===== config.mk =====
export PLATFORM = sky130hd
export DESIGN_NAME = game_player
export DESIGN_NICKNAME = d
export VERILOG_FILES = /design/src/rtl/game_pkg.sv /design/src/rtl/sat_counter.sv /design/src/rtl/game_player.sv
export SDC_FILE = /design/constraint.sdc
export NUM_CORES = 1
export LEC_CHECK = 0
export ABC_AREA = 1
export CORE_UTILIZATION = 51
export DETAILED_ROUTE_END_ITERATION = 8
export GPL_TIMING_DRIVEN = 1
export MAX_ROUTING_LAYER = met4
export PLACE_DENSITY = 0.8
export SLEW_MARGIN = 5
export SYNTH_ARGS = -nofsm -noshare
export SYNTH_HDL_FRONTEND = slang
export SYNTH_SLANG_ARGS = --single-unit

===== constraint.sdc =====
create_clock -name clk -period 1.7 [get_ports clk]
set_input_delay 0.34 -clock clk [delete_from_list [all_inputs] [get_ports clk]]
set_output_delay 0.34 -clock clk [all_outputs]
set_load 0.02 [all_outputs]

===== src/rtl/game_pkg.sv =====
// game_pkg: shared strategy, state, result and control-code definitions for the counter-game player.
package game_pkg;

    typedef enum logic [1:0] {
        FIXED    = 2'd0,
        AIM_WIN  = 2'd1,
        AIM_LOSE = 2'd2,
        BOUNCE   = 2'd3
    } strategy_e;

    typedef enum logic [1:0] {
        IDLE = 2'd0,
        LOAD = 2'd1,
        PLAY = 2'd2,
        DONE = 2'd3
    } state_e;

    typedef enum logic [1:0] {
        NONE    = 2'b00,
        LOST    = 2'b01,
        WON     = 2'b10,
        TIMEOUT = 2'b11
    } result_e;

    localparam logic [1:0] UP1 = 2'b00;
    localparam logic [1:0] UP2 = 2'b01;
    localparam logic [1:0] DN1 = 2'b10;
    localparam logic [1:0] DN2 = 2'b11;

    // Control code driven from LOAD onwards, before any win/loss feedback.
    function automatic logic [1:0] initial_code(strategy_e s, logic [1:0] fixed_code);
        return s == FIXED ? fixed_code : s == AIM_LOSE ? DN1 : UP1;
    endfunction

endpackage


===== src/rtl/sat_counter.sv =====
// sat_counter: event counter that sticks at all-ones, with synchronous clear.
module sat_counter #(
    parameter int W = 8
) (
    input  logic         clk,
    input  logic         reset_n,
    input  logic         clr,
    input  logic         inc,
    output logic [W-1:0] cnt
);

    always_ff @(posedge clk or negedge reset_n) begin
        if (!reset_n)
            cnt <= '0;
        else if (clr)
            cnt <= '0;
        else if (inc && cnt != '1)
            cnt <= cnt + 1'b1;
    end

endmodule


===== src/rtl/game_player.sv =====
// game_player: autonomous driver for the counter game; plays one game with a chosen strategy and reports the outcome.
module game_player
    import game_pkg::*;
#(
    parameter int COUNTER_SIZE = 4,
    parameter int MAX_CYCLES   = 1024,
    parameter int EVT_W        = 8
) (
    input  logic                    clk,
    input  logic                    reset_n,
    input  logic                    start,
    input  logic                    stop,
    input  logic [1:0]              strategy,
    input  logic [1:0]              fixed_ctrl,
    input  logic [COUNTER_SIZE-1:0] seed,
    input  logic                    win,
    input  logic                    los,
    input  logic                    gameover,
    input  logic [1:0]              who,
    output logic [1:0]              control,
    output logic                    INIT,
    output logic [COUNTER_SIZE-1:0] i_value,
    output logic                    busy,
    output logic                    done,
    output logic [1:0]              result,
    output logic [EVT_W-1:0]        win_cnt,
    output logic [EVT_W-1:0]        los_cnt
);

    localparam int CW = MAX_CYCLES > 2 ? $clog2(MAX_CYCLES) : 1;
    localparam logic [CW-1:0] LAST = CW'(MAX_CYCLES - 1);

    state_e        state;
    strategy_e     strat;
    logic [CW-1:0] cyc;
    logic          clr;
    logic          play;

    assign clr  = state == IDLE && start;
    assign play = state == PLAY;

    always_ff @(posedge clk or negedge reset_n) begin
        if (!reset_n) begin
            state   <= IDLE;
            strat   <= FIXED;
            cyc     <= '0;
            control <= UP1;
            INIT    <= 1'b0;
            i_value <= '0;
            busy    <= 1'b0;
            done    <= 1'b0;
            result  <= NONE;
        end else begin
            unique case (state)
                IDLE: if (start) begin
                    strat   <= strategy_e'(strategy);
                    cyc     <= '0;
                    result  <= NONE;
                    INIT    <= 1'b1;
                    i_value <= seed;
                    control <= initial_code(strategy_e'(strategy), fixed_ctrl);
                    busy    <= 1'b1;
                    state   <= LOAD;
                end
                LOAD: begin
                    INIT  <= 1'b0;
                    state <= PLAY;
                end
                PLAY: begin
                    cyc <= cyc + 1'b1;
                    if (stop) begin
                        result  <= NONE;
                        control <= UP1;
                        busy    <= 1'b0;
                        state   <= IDLE;
                    end else if (gameover || cyc == LAST) begin
                        result  <= gameover ? who : TIMEOUT;
                        done    <= 1'b1;
                        control <= UP1;
                        state   <= DONE;
                    end else if (strat == BOUNCE && (win || los))
                        control <= win ? DN1 : UP1;
                end
                DONE: begin
                    done  <= 1'b0;
                    busy  <= 1'b0;
                    state <= IDLE;
                end
                default: state <= IDLE;
            endcase
        end
    end

    sat_counter #(.W(EVT_W)) u_win_cnt (
        .clk     (clk),
        .reset_n (reset_n),
        .clr     (clr),
        .inc     (play && win),
        .cnt     (win_cnt)
    );

    sat_counter #(.W(EVT_W)) u_los_cnt (
        .clk     (clk),
        .reset_n (reset_n),
        .clr     (clr),
        .inc     (play && los),
        .cnt     (los_cnt)
    );

endmodule


After elaboration in Yosys (flattened, before gate mapping)
Index checks and enable logic that the tools add are counted.
- add/subtract/negate cells: 3
- equal/unequal tests: 14
- multiplexer cells: 30
- reductions and logical operators: 24
- operator list (cell ; count):
    8-bit two-way mux ; 4
    2-bit two-way mux ; 14
    10-bit one-hot mux with 2 select lines ; 1
    8-bit by 1-bit adder with 8-bit output, second input constant ; 2
    8-bit inequality test, second input constant ; 2
    3-bit AND reduction ; 4
    10-bit by 1-bit adder with 10-bit output, second input constant ; 1
    10-bit equality test, second input constant ; 1
    10-bit two-way mux ; 1
    2-bit nonzero test ; 5
    2-bit equality test, second input constant ; 4
    2-bit one-hot mux with 2 select lines ; 2
    2-bit one-hot mux with 4 select lines ; 1
    2-bit AND reduction ; 4
    1-bit logical AND ; 6
    2-bit inequality test, second input constant ; 3
    2-bit zero test ; 2
    1-bit two-way mux ; 4
    4-bit by 2-bit inequality test with 1-bit output, second input constant ; 1
    1-bit one-hot mux with 2 select lines ; 2
    3-bit by 2-bit inequality test with 1-bit output, second input constant ; 1
    1-bit one-hot mux with 3 select lines ; 1
    3-bit nonzero test ; 1
    2-bit by 1-bit equality test with 1-bit output, second input constant ; 1
    2 further kinds ; 3
- bits in registers: 41
- input bits: 17
- output and inout bits: 27
- logic and storage cells: 82

Longest topological paths before layout
- depth in word-level cells: 6
- gate-level depth with buffers: 9
- depth with buffers taken out: 9

Cells and area by module
From an unflattened synthesis, not the netlist that was laid out.
- cells, all modules: 293
- area total of the unflattened synthesis: 2229.6 µm²
- modules (own cells, without submodules) (module ; instances ; cells an instance ; area an instance (µm²)):
    game_player ; 1 ; 145 ; 1206.2
    sat_counter ; 2 ; 74 ; 511.7

Worst setup path before layout
OpenSTA, ideal clock, no wires.
- path type: register to register
- start point: register u_win_cnt.cnt[1]
- end point: register u_win_cnt.cnt[5]
- library setup time: 0.066 ns
- data arrival time: 1.429 ns
- setup slack: 0.205 ns
- stages on the path, launching flop included: 8
- clock period less this slack: 1.495 ns
- cells stage by stage: dfrtp_1 > ha_1 > nand3_1 > nor2_1 > a21oi_4 > nor2_4 > nand2_1 > nand2_1
- word-level cells in the longest chain between the ends: 3
- elaborated cells on any way between the ends: 6
- classes of those cells: 1 x add/sub; 1 x eq/ne; 2 x mux; 2 x reduce/logical
- ends and longest elaborated chain (what ; RTL line ; source):
    from (decl) ; sat_counter.sv:9 ; output logic [W-1:0] cnt
    from (signal assigned) ; sat_counter.sv:18 ; cnt <= cnt + 1'b1;
    8-bit by 1-bit adder with 8-bit output / 8-bit inequality test (equally long branches) ; sat_counter.sv:18, sat_counter.sv:17 ;
    8-bit two-way mux / 1-bit logical AND (equally long branches) ; sat_counter.sv:17 ; else if (inc && cnt != '1)
    8-bit two-way mux / 2-bit nonzero test (equally long branches) ; -- ;
Parallel ways exist; a longest one is shown, timed or not. The select of a mux whose other input is x is not followed.
A chain may end at the register's enable or synchronous reset.

Worst setup path in the final report
- start point: register u_los_cnt.cnt[0]
- end point: output port los_cnt[0]
- RTL lines (what ; RTL line ; source):
    from (decl) ; sat_counter.sv:9 ;
    from (signal assigned) ; sat_counter.sv:18 ;
    to (decl) ; game_player.sv:27 ; output logic [EVT_W-1:0] los_cnt
No word-level cell between the ends.

==> impl_metrics.json <==
{
  "antenna_found_initial": 0,
  "fin_util_pct": 68.4,
  "critPathTopFamily": "buffers and inverters",
  "layout_commonest_cell": "nand2_1",
  "status": "finished, final reports clean",
  "dieWidth_um": 66.8,
  "via_count": 1938,
  "chipHeight_um": 66.8,
  "drtPass1Iterations": 4,
  "synthCells": 273,
  "fmax_mhz": 606,
  "routedWlPerCell_um": 12.7,
  "slew_violations": 0,
  "skew_ns": 0.00629,
  "ctsHtreeMaxLevel": 2,
  "avgViaCountPerCell": 5.18,
  "yosysWarnings": 0,
  "hold_viol": 0,
  "num-nets-final": 344,
  "worstPathArrival_ns": 1.31,
  "dr.first_iter.drc_count": 199,
  "critPathMaxStageDelay_ns": 0.62,
  "start_kind": "register",
  "p_leak_nw": 1.49,
  "drive_gt1_share_pct": 7.41,
  "powerDensity_mw_per_mm2": 1270,
  "ys_seq_area_share_pct": 47.9,
  "gp_congestion": 0.891,
  "relSlewSlack_pct": 74.9,
  "drt.antenna.violating_nets": 0,
  "final_cell_mix": "91 x nand2_1, 41 x dfrtp_1, 31 x clkdlybuf4s50_1",
  "grt_usage_pct": 25.3,
  "grt_max_degree": 42,
  "path_cells": "clkdlybuf4s50_1",
  "syn_avg_cell_area_sq_um": 7.84,
  "path_class": "reg2out",
  "initial_utilization_pct": 53.1,
  "cts_made_buffers": 5,
  "dp_hpwl_um": 3350,
  "core-area_sq_mm": 0.00403,
  "root_buffer": "clkbuf_8",
  "worstSkewPairLatency_ns": 0.29,
  "crit_required_ns": 1.36,
  "rows": 23,
  "setup-violations-final": 0,
  "slowest_stage": "clkdlybuf4s50_1",
  "antenna_cells": 0,
  "drc": 0,
  "postCtsSetupBuffers": 0,
  "grt_pass1_wl_um": 8200,
  "overflow": 0,
  "ioPinCount": 44,
  "cts_tree": "done",
  "cts.sinks": 41,
  "worst_pin_slew_ns": 0.374,
  "cp_max_fo": 4,
  "syn-cell-area_sq_mm": 0.00214,
  "crit_buf_inv": 1,
  "clkTransAtPathRegs_ns": 0.08,
  "die-area_sq_mm": 0.00446,
  "setup_tns_ns": 0,
  "crit-reg2reg-launch": "u_win_cnt.cnt[1]",
  "grt_pass1_vias": 1905,
  "area_delta_synth_final_pct": 28.8,
  "max_cap_violations": 0,
  "reg2reg_slack_ns": 0.18,
  "port_buffers": 43,
  "rsz0062_at_grt": "false",
  "ys_ff_latch": 41,
  "cts_buffer_depth": 2,
  "worstRegToRegCells": 7,
  "fillers": 328,
  "rr_endpoint": "u_win_cnt.cnt[7]",
  "layout_worst_path_cycle_share_pct": 97.1,
  "ir_drop_v": 0.00114,
  "hold_path_class": "in2async",
  "worst_setup_path_end_kind": "output port",
  "min_period_ns": 1.65,
  "synth_cell_types": 29,
  "routed_wl_um": 4740,
  "synth_nets": 293
}
## routing by layer
metal / global-route usage (%) / wire length [um] / up-vias / part of all wire [%]
li1: - / - / 981 / -
met1: 30.9 / 2180 / 910 / 46
met2: 40.9 / 2280 / 39 / 48
met3: 6.68 / 217 / 8 / 4.6
met4: 7.98 / 62 / 0 / 1.3
met5: - / 0 / - / 0
## report_power, final
group          switching [W]  internal [W]  leakage, nW
clock network       0.000321      0.000322       0.0443
registers           0.000208       0.00122        0.548
logic               0.000867      0.000574        0.901
total                0.00140       0.00211         1.49
## cells by family after synthesis
group / Yosys count / share of synthesized area (%)
and+or+nand+nor: 155 / 31.9
AOI/OAI and AO/OA: 32 / 9.29
DFF: 41 / 47.9
buffers and inverters: 36 / 6.72
xor gates and xnor gates: 6 / 2.45
adders and majority gates: 3 / 1.75
## synth_stat cells (all sizes together)
cell | number | area share [%]
nand2 | 94 | 17
dfrtp | 41 | 48
clkinv | 1 | 0.41
xor2 | 5 | 2.0
a31o | 1 | 0.41
inv | 32 | 5.6
o21bai | 1 | 0.35
a21oi | 9 | 2.6
o211ai | 1 | 0.35
buf | 3 | 0.70
nand4 | 9 | 2.6
a211oi | 1 | 0.35
o21ai | 13 | 3.0
o22ai | 2 | 0.58
o32ai | 1 | 0.41
ha | 3 | 1.8
nand3b | 1 | 0.35
nor3 | 10 | 2.3
nand3 | 21 | 4.9
xnor2 | 1 | 0.41
o21a | 2 | 0.70
o211a | 1 | 0.47
nor2 | 20 | 4.3
## worst reg2reg max path, delay by kind of cell (launching register included)
family          cells  cell delay, ns
flops               1            0.41
simple gates        5            0.66
fa+ha+maj           1            0.27
compound gates      1            0.12
## worst max path at each step
stage	from	to	slack [ns]	cells past startpoint
global placement	start	control[0]	0.09	7
CTS	u_win_cnt.cnt[5]	win_cnt[5]	0.02	1
detailed placement	start	control[0]	0.04	7
global route	u_los_cnt.cnt[0]	los_cnt[0]	0.007	1
floorplan	u_win_cnt.cnt[1]	u_win_cnt.cnt[5]	0.21	7
finish	u_los_cnt.cnt[0]	los_cnt[0]	0.05	1
## timing repair
| item | 4_1_cts | 5_1_grt |
|---|---|---|
| setup endpoints to repair | 4 | 15 |
| hold buffers | 0 | 0 |
| gates resized for setup | 4 | 9 |
## flip-flops by register name, summed over array words and instances (netlist names), 2 cells and up
register,count
cyc,10
u_los_cnt.cnt,8
u_win_cnt.cnt,8
i_value,4
control,2
result,2
state,2
strat,2
## through the flow
step / setup slack [ns] / cell area (sq um) / hold slack (ns) / total power (W) / cells
6_report: 0.0497 / 2760 / 0.00111 / 0.00351 / 374
5_1_grt: 0.00677 / 2760 / 0.0202 / 0.00375 / 374
4_1_cts: 0.0216 / 2740 / 0.00679 / 0.00354 / 374
3_5_place_dp: 0.0445 / 2660 / 0.331 / 0.00289 / 367
3_3_place_gp: 0.0891 / 2660 / 0.328 / 0.00286 / 367
2_1_floorplan: 0.205 / 2140 / 0.0444 / 0.00227 / 273
## area by class of cell
cell class | instances | area, sq um | share of cell area, %
Tap cell | 50 | 62.6 | 2.27
Timing Repair Buffer | 47 | 480 | 17.4
Multi-Input combinational cell | 196 | 973 | 35.3
Clock buffer | 7 | 86.3 | 3.13
Sequential cell | 41 | 1030 | 37.2
Inverter | 33 | 129 | 4.67
No activity file was read; power rests on OpenSTA's default activity.
